$ cat config.mk
export PLATFORM = sky130hd
export DESIGN_NAME = hdu
export DESIGN_NICKNAME = d
export VERILOG_FILES = /design/src/rtl/hdu.sv
export SDC_FILE = /design/constraint.sdc
export NUM_CORES = 1
export LEC_CHECK = 0
export BUFFER_PORTS_ARGS = -buffer_cell sky130_fd_sc_hd__buf_2
export CAP_MARGIN = 20
export CORE_AREA = 2 2 88 90
export CTS_BUF_LIST = sky130_fd_sc_hd__clkbuf_4
export DETAILED_ROUTE_END_ITERATION = 16
export DIE_AREA = 0 0 90 92
export PLACE_DENSITY = 0.87
export SYNTH_ARGS = -nofsm -noshare
export SYNTH_HDL_FRONTEND = slang
export SYNTH_SLANG_ARGS = --single-unit
$ cat constraint.sdc
create_clock -name clk -period 7.08 [get_ports clk]
set_input_delay 0.354 -clock clk [delete_from_list [all_inputs] [get_ports clk]]
set_output_delay 0.354 -clock clk [all_outputs]
set_load 0.01 [all_outputs]
$ cat src/rtl/hdu.sv
// Hazard detection unit: register scoreboard for long-latency results,
// RAW/WAW/load-use stall generation, branch flush control and a
// saturating stall-cycle counter.
module hdu (
    input  logic        clk,
    input  logic        rst,
    input  logic        IdValidIn,
    input  logic [4:0]  Rs1AddrIdIn,
    input  logic [4:0]  Rs2AddrIdIn,
    input  logic        Rs1ReadEnableIdIn,
    input  logic        Rs2ReadEnableIdIn,
    input  logic [4:0]  RdAddrIdIn,
    input  logic        RdWriteEnableIdIn,
    input  logic        LongLatIdIn,
    input  logic [4:0]  RdAddrId2ExIn,
    input  logic        RdWriteEnableId2ExIn,
    input  logic        LoadId2ExIn,
    input  logic        WbValidIn,
    input  logic [4:0]  WbRdAddrIn,
    input  logic        BranchTakenIn,
    output logic        StallIdOut,
    output logic        FlushIfIdOut,
    output logic        FlushId2ExOut,
    output logic        AnyPendingOut,
    output logic [31:0] StallCntOut
);

    localparam logic [31:0] CNT_MAX = 32'hFFFF_FFFF;

    logic [31:1] pending;
    logic [31:0] pend_view;
    logic [31:0] pend_next;
    logic        any_pending;
    logic [31:0] stall_cnt;

    logic raw1;
    logic raw2;
    logic waw;
    logic load_use;
    logic stall;
    logic issue;
    logic set_req;

    // Scoreboard as seen by the hazard checks: hidden while in reset, and a
    // result retiring this cycle no longer counts as pending for readers.
    always_comb begin
        pend_view = '0;
        if (!rst) begin
            pend_view[31:1] = pending;
        end
        if (WbValidIn) begin
            pend_view[WbRdAddrIn] = 1'b0;
        end
        pend_view[0] = 1'b0;
    end

    assign raw1 = IdValidIn && Rs1ReadEnableIdIn && (Rs1AddrIdIn != 5'd0)
                  && pend_view[Rs1AddrIdIn];
    assign raw2 = IdValidIn && Rs2ReadEnableIdIn && (Rs2AddrIdIn != 5'd0)
                  && pend_view[Rs2AddrIdIn];
    assign waw  = IdValidIn && RdWriteEnableIdIn && (RdAddrIdIn != 5'd0)
                  && pend_view[RdAddrIdIn];

    assign load_use = IdValidIn && LoadId2ExIn && RdWriteEnableId2ExIn
                      && (RdAddrId2ExIn != 5'd0)
                      && ((Rs1ReadEnableIdIn && (Rs1AddrIdIn != 5'd0)
                           && (Rs1AddrIdIn == RdAddrId2ExIn))
                       || (Rs2ReadEnableIdIn && (Rs2AddrIdIn != 5'd0)
                           && (Rs2AddrIdIn == RdAddrId2ExIn)));

    assign stall   = (raw1 || raw2 || waw || load_use) && !BranchTakenIn;
    assign issue   = IdValidIn && !stall && !BranchTakenIn;
    assign set_req = issue && RdWriteEnableIdIn && LongLatIdIn
                     && (RdAddrIdIn != 5'd0);

    // Next scoreboard state: retirement clears first so a same-cycle issue
    // to the same register leaves the bit set.
    always_comb begin
        pend_next = {pending, 1'b0};
        if (WbValidIn && (WbRdAddrIn != 5'd0)) begin
            pend_next[WbRdAddrIn] = 1'b0;
        end
        if (set_req) begin
            pend_next[RdAddrIdIn] = 1'b1;
        end
        pend_next[0] = 1'b0;
    end

    // Scoreboard and its summary flag update together, cleared by reset.
    always_ff @(posedge clk) begin
        if (rst) begin
            pending     <= '0;
            any_pending <= 1'b0;
        end else begin
            pending     <= pend_next[31:1];
            any_pending <= |pend_next[31:1];
        end
    end

    // Stall-cycle counter that sticks at all-ones instead of wrapping.
    always_ff @(posedge clk) begin
        if (rst) begin
            stall_cnt <= '0;
        end else if (stall && (stall_cnt != CNT_MAX)) begin
            stall_cnt <= stall_cnt + 32'd1;
        end
    end

    assign StallIdOut    = stall;
    assign FlushIfIdOut  = BranchTakenIn;
    assign FlushId2ExOut = BranchTakenIn || stall;
    assign AnyPendingOut = any_pending;
    assign StallCntOut   = stall_cnt;

endmodule

==> results of run 1 <==
[power by group]
group	total (mW)	internal, mW	leakage (nW)	switching, mW
Combinational	0.120	0.0348	1.19	0.0852
Clock	0.246	0.105	0.0696	0.142
Sequential	0.362	0.361	0.515	0.000995
[cell families (layout without fill, tap and decap cells)]
logic type	after synthesis	in the layout	synth area share
flops	64	64	0.278
compound gates	194	194	0.277
fa+ha+maj	1	1	0.00272
xor+xnor	12	12	0.0228
simple gates	239	239	0.299
buf+inv	60	105	0.0585
mux	24	24	0.0617
[registers in the layout, summed over array words and instances (netlist names)]
name           flops
AnyPendingOut      1
StallCntOut       32
pending           31
[through the flow]
stage | area [um^2] | power [mW]
after floorplan | 4600 | 0.454
after global placement | 4890 | 0.483
after detailed placement | 4890 | 0.485
after CTS | 5020 | 0.726
after global routing | 5020 | 0.757
final | 5020 | 0.728
[how the worst max path moves through the flow]
| stage | startpoint | end | slack (ps) | depth (start not counted) |
|---|---|---|---|---|
| 4_1_cts | rst | FlushId2ExOut | 2990 | 11 |
| 3_3_place_gp | rst | FlushId2ExOut | 3010 | 11 |
| 3_5_place_dp | rst | StallCntOut[18]$_SDFFE_PP0P_ | 2970 | 11 |
| 2_1_floorplan | WbRdAddrIn[0] | FlushId2ExOut | 4170 | 10 |
| 6_report | rst | FlushId2ExOut | 2830 | 11 |
| 5_1_grt | rst | FlushId2ExOut | 2630 | 11 |
[Yosys cell counts (all sizes together), types with 3 or more instances]
cell type / count
o211ai: 15
nand4bb: 3
or2: 6
o2111ai: 12
nand3: 20
nor2: 41
o21ai: 51
clkbuf: 33
or3: 8
o22ai: 31
nor2b: 14
nor3b: 3
nand2: 41
nand4b: 4
nor4b: 3
mux2i: 7
or4: 17
nand2b: 6
o21a: 5
a211oi: 6
buf: 10
xnor2: 6
mux2: 15
nor4: 12
a31oi: 4
inv: 16
nand4: 22
and3: 6
a21oi: 28
o32ai: 3
nor3: 23
o31ai: 14
dfxtp: 64
o311ai: 6
and4: 3
xor2: 6
[critical path: stages]
cell	delay (ps)
buf_2	690
inv_1	680
nand2_1	370
nor3_1	90
a2111o_1	390
nand4_1	130
a21oi_2	90
nor4b_4	260
buf_4	520
nand2b_1	90
buf_2	160
[cell type report]
class | count | share of cell area
Inverter | 17 | 0.0127
Sequential cell | 64 | 0.255
Timing Repair Buffer | 73 | 0.0737
Clock inverter | 6 | 0.0120
Tap cell | 102 | 0.0254
Clock buffer | 9 | 0.0135
Multi-Input combinational cell | 470 | 0.608
[layer usage]
metal  track usage  up-vias  share of wire
li1              -     2397              -
met1         0.446     2472           0.41
met2         0.565      345           0.45
met3         0.112       61           0.11
met4         0.146        0          0.035
met5             0        -              0
==> impl_metrics.yaml, run 1 <==
clock_network:
  cts_hold_buf: 0
  tritoncts: "yes"
  ctsRootBufferMaster: "clkbuf_4"
  clock_latency_ps: 430
  cts_resized: 0
  htreeDepth: 3
  clk_pin_slew_ps: 100
  cts_setup_buffers: 0
  cts.path.max_buffers: 2
  cts.sinks: 64
  cts_made_buffers: 9
sta:
  setup_ws_ps: 2830
  hold_ws_ps: 391
  timing.fmax_ghz: 0.235
  finalHoldViolations: 0
  finalSetupViolCount: 0
  rsz0062_at_grt: "no"
  slew_viol_final: 0
  finalCritPeriodShare: 0.600
  fin_setup_tns_ps: 0
  period_needed_ps: 4250
  skew_ps: 19.5
  worst_slew_pin_slew_ps: 1000
  slew_headroom: 0.325
logic_synthesis:
  ys.flop_type: "dfxtp_1"
  yosysTopAreaCellShare: 0.278
  synth_warnings: 0
  netlist_top_cells_area: "dfxtp_1, o22ai_1, o21ai_0"
  synth_edf_count: 0
  ys_ff_latch: 64
  ys_async_sr_fraction: 0
  synth_nets: 631
  synth.distinct_cells: 70
  syn_area_per_cell_um2: 7.75
  synth_top_cell_by_area: "dfxtp_1"
  syn_inst: 594
  syn_area_um2: 4600
  yosysSeqAreaShare: 0.278
detailed_routing:
  routed_wl_mm: 15.1
  vias: 5275
  drt_iter0_markers: 657
  firstDrtPassIters: 6
  viasPerCell: 7.12
  drcViolationCount: 0
  ant_nets: 0
  wl_per_cell_um: 20.3
critical_path:
  crit_required_ps: 6730
  cp-end-kind: "primary output"
  cp-start-kind: "input port"
  r2r-start: "pending[16]$_SDFF_PP0_"
  path_class: "in -> out"
  rrSetupSlack_ps: 3960
  rr_worst_depth: 9
  r2r-end: "StallCntOut[6]$_SDFFE_PP0P_"
  cp_data_arrival_time_ps: 3900
  crit_path_max_fanout: 59
final_layout:
  most-common-layout-cells: "buf_2, dfxtp_1, nand2_1, nor2_1, o21ai_0"
  drive_gt1_frac: 0.180
  final_cells: 741
  diodes: 0
  post-route-util: 0.674
  multi_input_area_um2: 3050
  area_growth_pct: 9.14
  final_common_cell: "buf_2"
  fillers: 646
  seqCellArea_um2: 1280
  fin_nets: 672
min_path:
  worstHoldEndpoint: "pending[7]$_SDFF_PP0_"
  hold_path_depth: 4
  min_path_type: "in -> reg"
  hp-start: "RdAddrIdIn[3]"
die:
  fp.dieH_um: 92
  die_w_um: 90
  dieArea_um2: 8280
  coreArea_um2: 7450
  num_io_pins: 72
  rows: 32
  start_util: 0.618
status:
  status: "complete, no violations"
global_route:
  grt_max_degree: 60
  antenna_found_initial: 0
  grtUsageTotal: 0.355
  grt_pass1_vias: 4764
  grt_pass1_wl_mm: 23.8
  overflow: 0
power:
  power.density_nw_per_um2: 145
  power.leakage_nw: 1.77
  vdd_ir_drop_max_mv: 0.0873
placed_design:
  dpl.hpwl_mm: 10.5
  gp_congestion: 1.03
  io_buffers: 71
  dp.cells: 726
  post-place-ws_ps: 2970
job:
  max_cap_violations: 0
Power figures use the tool's default switching activity.
==> run 2: changes to the inputs <==
Settings changed: CORE_AREA 2 2 88 90 to 2 2 92 94, DIE_AREA 0 0 90 92 to 0 0 94 96, PLACE_DENSITY 0.87 to 0.81.
Clock period 7.08 ns to 4.1 ns, I/O delays scaled along.
==> run 2 against run 1 <==
Via count barely moved; sequential power is 73% higher; global-route usage fell by 2.3 points; clock skew grew 4.5 ps.
==> impl_metrics.yaml, run 2 (synthesis results as in run 1) <==
status:
  status: "complete, no violations"
placed_design:
  io_buffers: 71
  gp_congestion: 0.982
  dpl.hpwl_mm: 10.8
final_layout:
  area_growth_pct: 12.1
  drive_gt1_frac: 0.195
  most-common-layout-cells: "buf_2, dfxtp_1, nand2_1, nor2_1, o21ai_0"
  diodes: 0
  largest_reg_flops: 32
  fin_nets: 682
  final_common_cell: "buf_2"
detailed_routing:
  wl_met1_mm: 6.32
  drcViolationCount: 0
  wl_per_cell_um: 20.1
  top_layer_used: "met4"
  met2_length_mm: 6.66
  drt_iter0_markers: 604
  viasPerCell: 6.98
  ant_nets: 0
  vias: 5272
  firstDrtPassIters: 6
  routed_wl_mm: 15.2
  routed-wl-met3_mm: 1.66
power:
  swShare: 0.308
  power.density_nw_per_um2: 264
  power.leakage_nw: 1.84
  vdd_ir_drop_max_mv: 0.191
  p_clk_frac: 0.384
  p_comb_frac: 0.157
  p_int_mw: 0.943
  power_frac_seq: 0.459
  p_switching_mw: 0.419
critical_path:
  cp-start-kind: "input port"
  crit_path_max_fanout: 59
  cp_data_arrival_time_ps: 3040
  rrSetupSlack_ps: 1090
  path_class: "in -> out"
  crit_required_ps: 3890
  r2r-end: "StallCntOut[22]$_SDFFE_PP0P_"
  r2r-start: "pending[27]$_SDFF_PP0_"
  rr_worst_depth: 9
  cp-end-kind: "primary output"
min_path:
  hp-start: "rst"
  min_path_type: "in -> reg"
  hold_path_depth: 2
  worstHoldEndpoint: "pending[6]$_SDFF_PP0_"
global_route:
  grt_pass1_wl_mm: 23.6
  grt_max_degree: 63
  grt_pass1_vias: 4649
  grtUsageTotal: 0.332
  antenna_found_initial: 0
  overflow: 0
die:
  dieArea_um2: 9020
  num_io_pins: 72
  fp.dieH_um: 96
  die_w_um: 94
  start_util: 0.572
  rows: 33
  coreArea_um2: 8050
clock_network:
  cts_made_buffers: 9
  clock_latency_ps: 430
  ctsRootBufferMaster: "clkbuf_4"
  clk_pin_slew_ps: 120
  cts.path.max_buffers: 2
  cts_setup_buffers: 0
  cts_resized: 0
  cts.sinks: 64
  tritoncts: "yes"
  cts_hold_buf: 0
  htreeDepth: 3
sta:
  slew_viol_final: 0
  finalHoldViolations: 0
  skew_ps: 23.9
  finalSetupViolCount: 0
  finalCritPeriodShare: 0.793
  timing.fmax_ghz: 0.308
  period_needed_ps: 3250
  worst_slew_pin_slew_ps: 984
  fin_setup_tns_ps: 0
  hold_ws_ps: 8.94
  rsz0062_at_grt: "no"
  slew_headroom: 0.344
job:
  max_cap_violations: 0
run 2: cell types whose count changed in the layout (fill, tap and decap cells not counted):
cell / before / now
buf_4: 2 / 11
clkinv_4: 0 / 3
clkinv_2: 2 / 0
buf_12: 0 / 1
bufinv_16: 1 / 2
clkinv_1: 2 / 1
inv_6: 1 / 0
inv_8: 0 / 1
run 2: layout make-up:
class / count / area (um^2)
Timing Repair Buffer: 83 / 458
Fill cell: 726 / 2890
Tap cell: 105 / 131
Multi-Input combinational cell: 470 / 3050
Inverter: 17 / 63.8
Clock inverter: 7 / 105
Clock buffer: 9 / 67.6
Sequential cell: 64 / 1280
run 2: power groups by stage:
stage / logic (mW) / clock network, mW / registers, mW
2_1_floorplan: 0.145 / 0 / 0.639
3_3_place_gp: 0.203 / 0 / 0.639
3_5_place_dp: 0.207 / 0 / 0.639
4_1_cts: 0.208 / 0.526 / 0.625
5_1_grt: 0.228 / 0.550 / 0.626
6_report: 0.213 / 0.523 / 0.625
run 2: how the worst max path moves through the flow:
stage                  startpoint                      endpoint  slack, ps  depth (start not counted)
floorplan           WbRdAddrIn[0]  StallCntOut[24]$_SDFFE_PP0P_       1420                         10
global placement    WbRdAddrIn[2]  StallCntOut[22]$_SDFFE_PP0P_        670                         11
detailed placement  WbRdAddrIn[2]   StallCntOut[6]$_SDFFE_PP0P_        650                         11
CTS                 WbRdAddrIn[3]                 FlushId2ExOut        980                         12
global route        WbRdAddrIn[3]                 FlushId2ExOut        700                         12
finish              WbRdAddrIn[3]                 FlushId2ExOut        850                         12
run 2: per-layer routing:
layer	up-vias	GRT usage
met3	55	0.0736
met5	-	0
met2	350	0.507
li1	2417	-
met1	2450	0.447
met4	0	0.155
run 2: stage by stage:
| stage | util | cell area, um^2 | total power [mW] | instances | setup slack (ps) |
|---|---|---|---|---|---|
| 2_1_floorplan | - | 4600 | 0.785 | 594 | 1420 |
| 3_3_place_gp | 0.619 | 4990 | 0.842 | 739 | 669 |
| 3_5_place_dp | 0.619 | 4990 | 0.846 | 739 | 647 |
| 4_1_cts | 0.641 | 5160 | 1.36 | 755 | 978 |
| 5_1_grt | 0.641 | 5160 | 1.40 | 755 | 699 |
| 6_report | 0.641 | 5160 | 1.36 | 755 | 851 |
run 2: worst max-delay path, cell delays in order:
cell       delay (ps)
buf_2             140
nand4bb_1         390
o21ai_0           670
buf_4             240
o2111ai_1         100
o2111ai_1         120
nor4_1             80
and4b_1           250
nor4b_4           320
buf_12            280
nand2b_1           80
buf_2             140
==> run 3: changes to the inputs <==
Settings changed: CORE_AREA 2 2 92 94 to 2 2 96 98, DIE_AREA 0 0 94 96 to 0 0 98 100, PLACE_DENSITY 0.81 to 0.78.
Clock period 4.1 ns to 2.8 ns, I/O delays scaled along.
==> run 3 against run 2 <==
The flow now finishes with violations (setup timing); flip-flop and latch count is the same; clock power is 8.2% higher; wire length rose by 24%.
==> impl_metrics.yaml, run 3 (synthesis results as in run 1) <==
sta:
  setup_ws_ps: -105
  period_needed_ps: 2910
  worst_slew_pin_slew_ps: 624
  finalCritPeriodShare: 1.04
  fin_setup_tns_ps: -919
  timing.fmax_ghz: 0.344
  finalSetupViolCount: 21
  rsz0062_at_grt: "yes"
  slew_headroom: 0.580
  finalHoldViolations: 0
  slew_viol_final: 0
  skew_ps: 25.4
clock_network:
  ctsRootBufferMaster: "clkbuf_4"
  cts_made_buffers: 9
  clk_pin_slew_ps: 110
  clock_latency_ps: 420
  cts.sinks: 64
  htreeDepth: 3
  tritoncts: "yes"
  cts.path.max_buffers: 2
global_route:
  grt_max_degree: 47
  grt_pass1_vias: 5556
  grt_pass1_wl_mm: 29.0
  antenna_found_initial: 0
  grtUsageTotal: 0.372
  overflow: 0
power:
  p_int_mw: 1.31
  p_switching_mw: 0.664
  p_comb_frac: 0.248
  power.density_nw_per_um2: 302
  power.leakage_nw: 2.53
  vdd_ir_drop_max_mv: 0.189
  power_frac_seq: 0.464
  p_clk_frac: 0.287
  swShare: 0.337
detailed_routing:
  viasPerCell: 6.64
  firstDrtPassIters: 8
  drcViolationCount: 0
  drt_iter0_markers: 665
  vias: 5960
  ant_nets: 0
  wl_per_cell_um: 21.0
  routed_wl_mm: 18.8
status:
  violations: "setup timing"
  status: "complete, but fails checks"
final_layout:
  largest_reg_flops: 32
  fillers: 741
  most-common-layout-cells: "buf_4, buf_2, dfxtp_1, nand2_1, nor2_1"
  multi_input_area_um2: 3340
  drive_gt1_frac: 0.403
  diodes: 0
  seqCellArea_um2: 1290
  fin_nets: 818
  post-route-util: 0.734
  final_common_cell: "buf_4"
  area_growth_pct: 41.9
die:
  start_util: 0.518
  dieArea_um2: 9800
  coreArea_um2: 8890
  fp.dieH_um: 100
  rows: 35
  die_w_um: 98
  num_io_pins: 72
placed_design:
  dpl.hpwl_mm: 13.6
  io_buffers: 71
  gp_congestion: 1.03
  post-place-ws_ps: -637
critical_path:
  cp-end-kind: "register"
  cp-start-kind: "register"
  crit_path_max_fanout: 8
  cp_data_arrival_time_ps: 3250
  path_class: "reg -> reg"
  cpPeakStageDelay_ps: 510
  cp_cell_sequence: "o21ai_4 -> buf_6 -> o311ai_0 -> o2111ai_1 -> a211oi_1 -> and4b_2 -> nor4b_4 -> bufbuf_16 -> buf_4 -> or4_4 -> a21oi_2"
  crit_required_ps: 3150
  critPathSlowestCell: "or4_4"
min_path:
  min_path_type: "in -> reg"
job:
  max_cap_violations: 0
## run 3: cell types whose count changed in the layout (fill, tap and decap cells not counted), moves of 4 or more
cell and change:
nor4_1 -6, buf_6 +6, dfxtp_1 -7, or4_1 -7, nor4_2 +6, buf_12 +4
a21oi_2 +7, o21ai_2 +7, a21oi_1 -7, o21ai_0 -6, buf_4 +128, or4_4 +7
dfxtp_2 +7
## run 3: final cells by class
cell class,count,area share
clock inverters,7,0.00747
clock buffers,9,0.0103
flip-flops and latches,64,0.198
repair buffers,219,0.243
well taps,111,0.0213
inverters,17,0.00977
multi-input cells,470,0.511
## run 3: layer usage
metal  track usage  routed length, um  share of wire
met1         0.499               7550           0.40
met2         0.596               8470           0.45
met3        0.0745               2020           0.11
met4         0.137                769          0.041
met5             0                  0              0
## run 3: final timing paths
path | from | end | slack (ps) | cells after the start
worst max register to register | pending[4]$_SDFF_PP0_ | StallCntOut[23]$_SDFFE_PP0P_ | -110 | 11
worst min register to register | StallCntOut[31]$_SDFFE_PP0P_ | StallCntOut[31]$_SDFFE_PP0P_ | 520 | 2
worst max-delay path | pending[4]$_SDFF_PP0_ | StallCntOut[23]$_SDFFE_PP0P_ | -110 | 11
worst min-delay path | RdAddrIdIn[2] | pending[1]$_SDFF_PP0_ | 170 | 4
## run 3: worst max-delay path, delay by kind of cell (launching register included)
kind / cells / cell delay (ps)
DFF: 1 / 360
buffers and inverters: 3 / 560
and+or+nand+nor: 3 / 910
AOI/OAI and AO/OA: 5 / 1020
## run 3: repair_timing
action                                  4_1_cts  5_1_grt
cloned                                        1        0
endpoints found under the hold margin         0        0
gates resized for setup                      38       43
endpoints found under the setup margin       62       55
hold buffers                                  0        0
buffers inserted                             14        4
pin swaps                                    20       17
## run 3: power by group through the flow
stage	logic, mW	clock network, mW	registers [mW]
floorplan	0.213	0	0.936
global placement	0.406	0	0.936
detailed placement	0.413	0	0.936
CTS	0.463	0.573	0.915
global route	0.518	0.611	0.916
finish	0.490	0.566	0.915
## run 3: per-stage QoR
| step | std cells | power [mW] | hold slack, ps | area [um^2] |
|---|---|---|---|---|
| after floorplan | 594 | 1.15 | 328 | 4600 |
| after global placement | 862 | 1.34 | 480 | 5920 |
| after detailed placement | 862 | 1.35 | 494 | 5920 |
| after CTS | 893 | 1.95 | 134 | 6340 |
| after global routing | 897 | 2.05 | 164 | 6530 |
| final | 897 | 1.97 | 166 | 6530 |
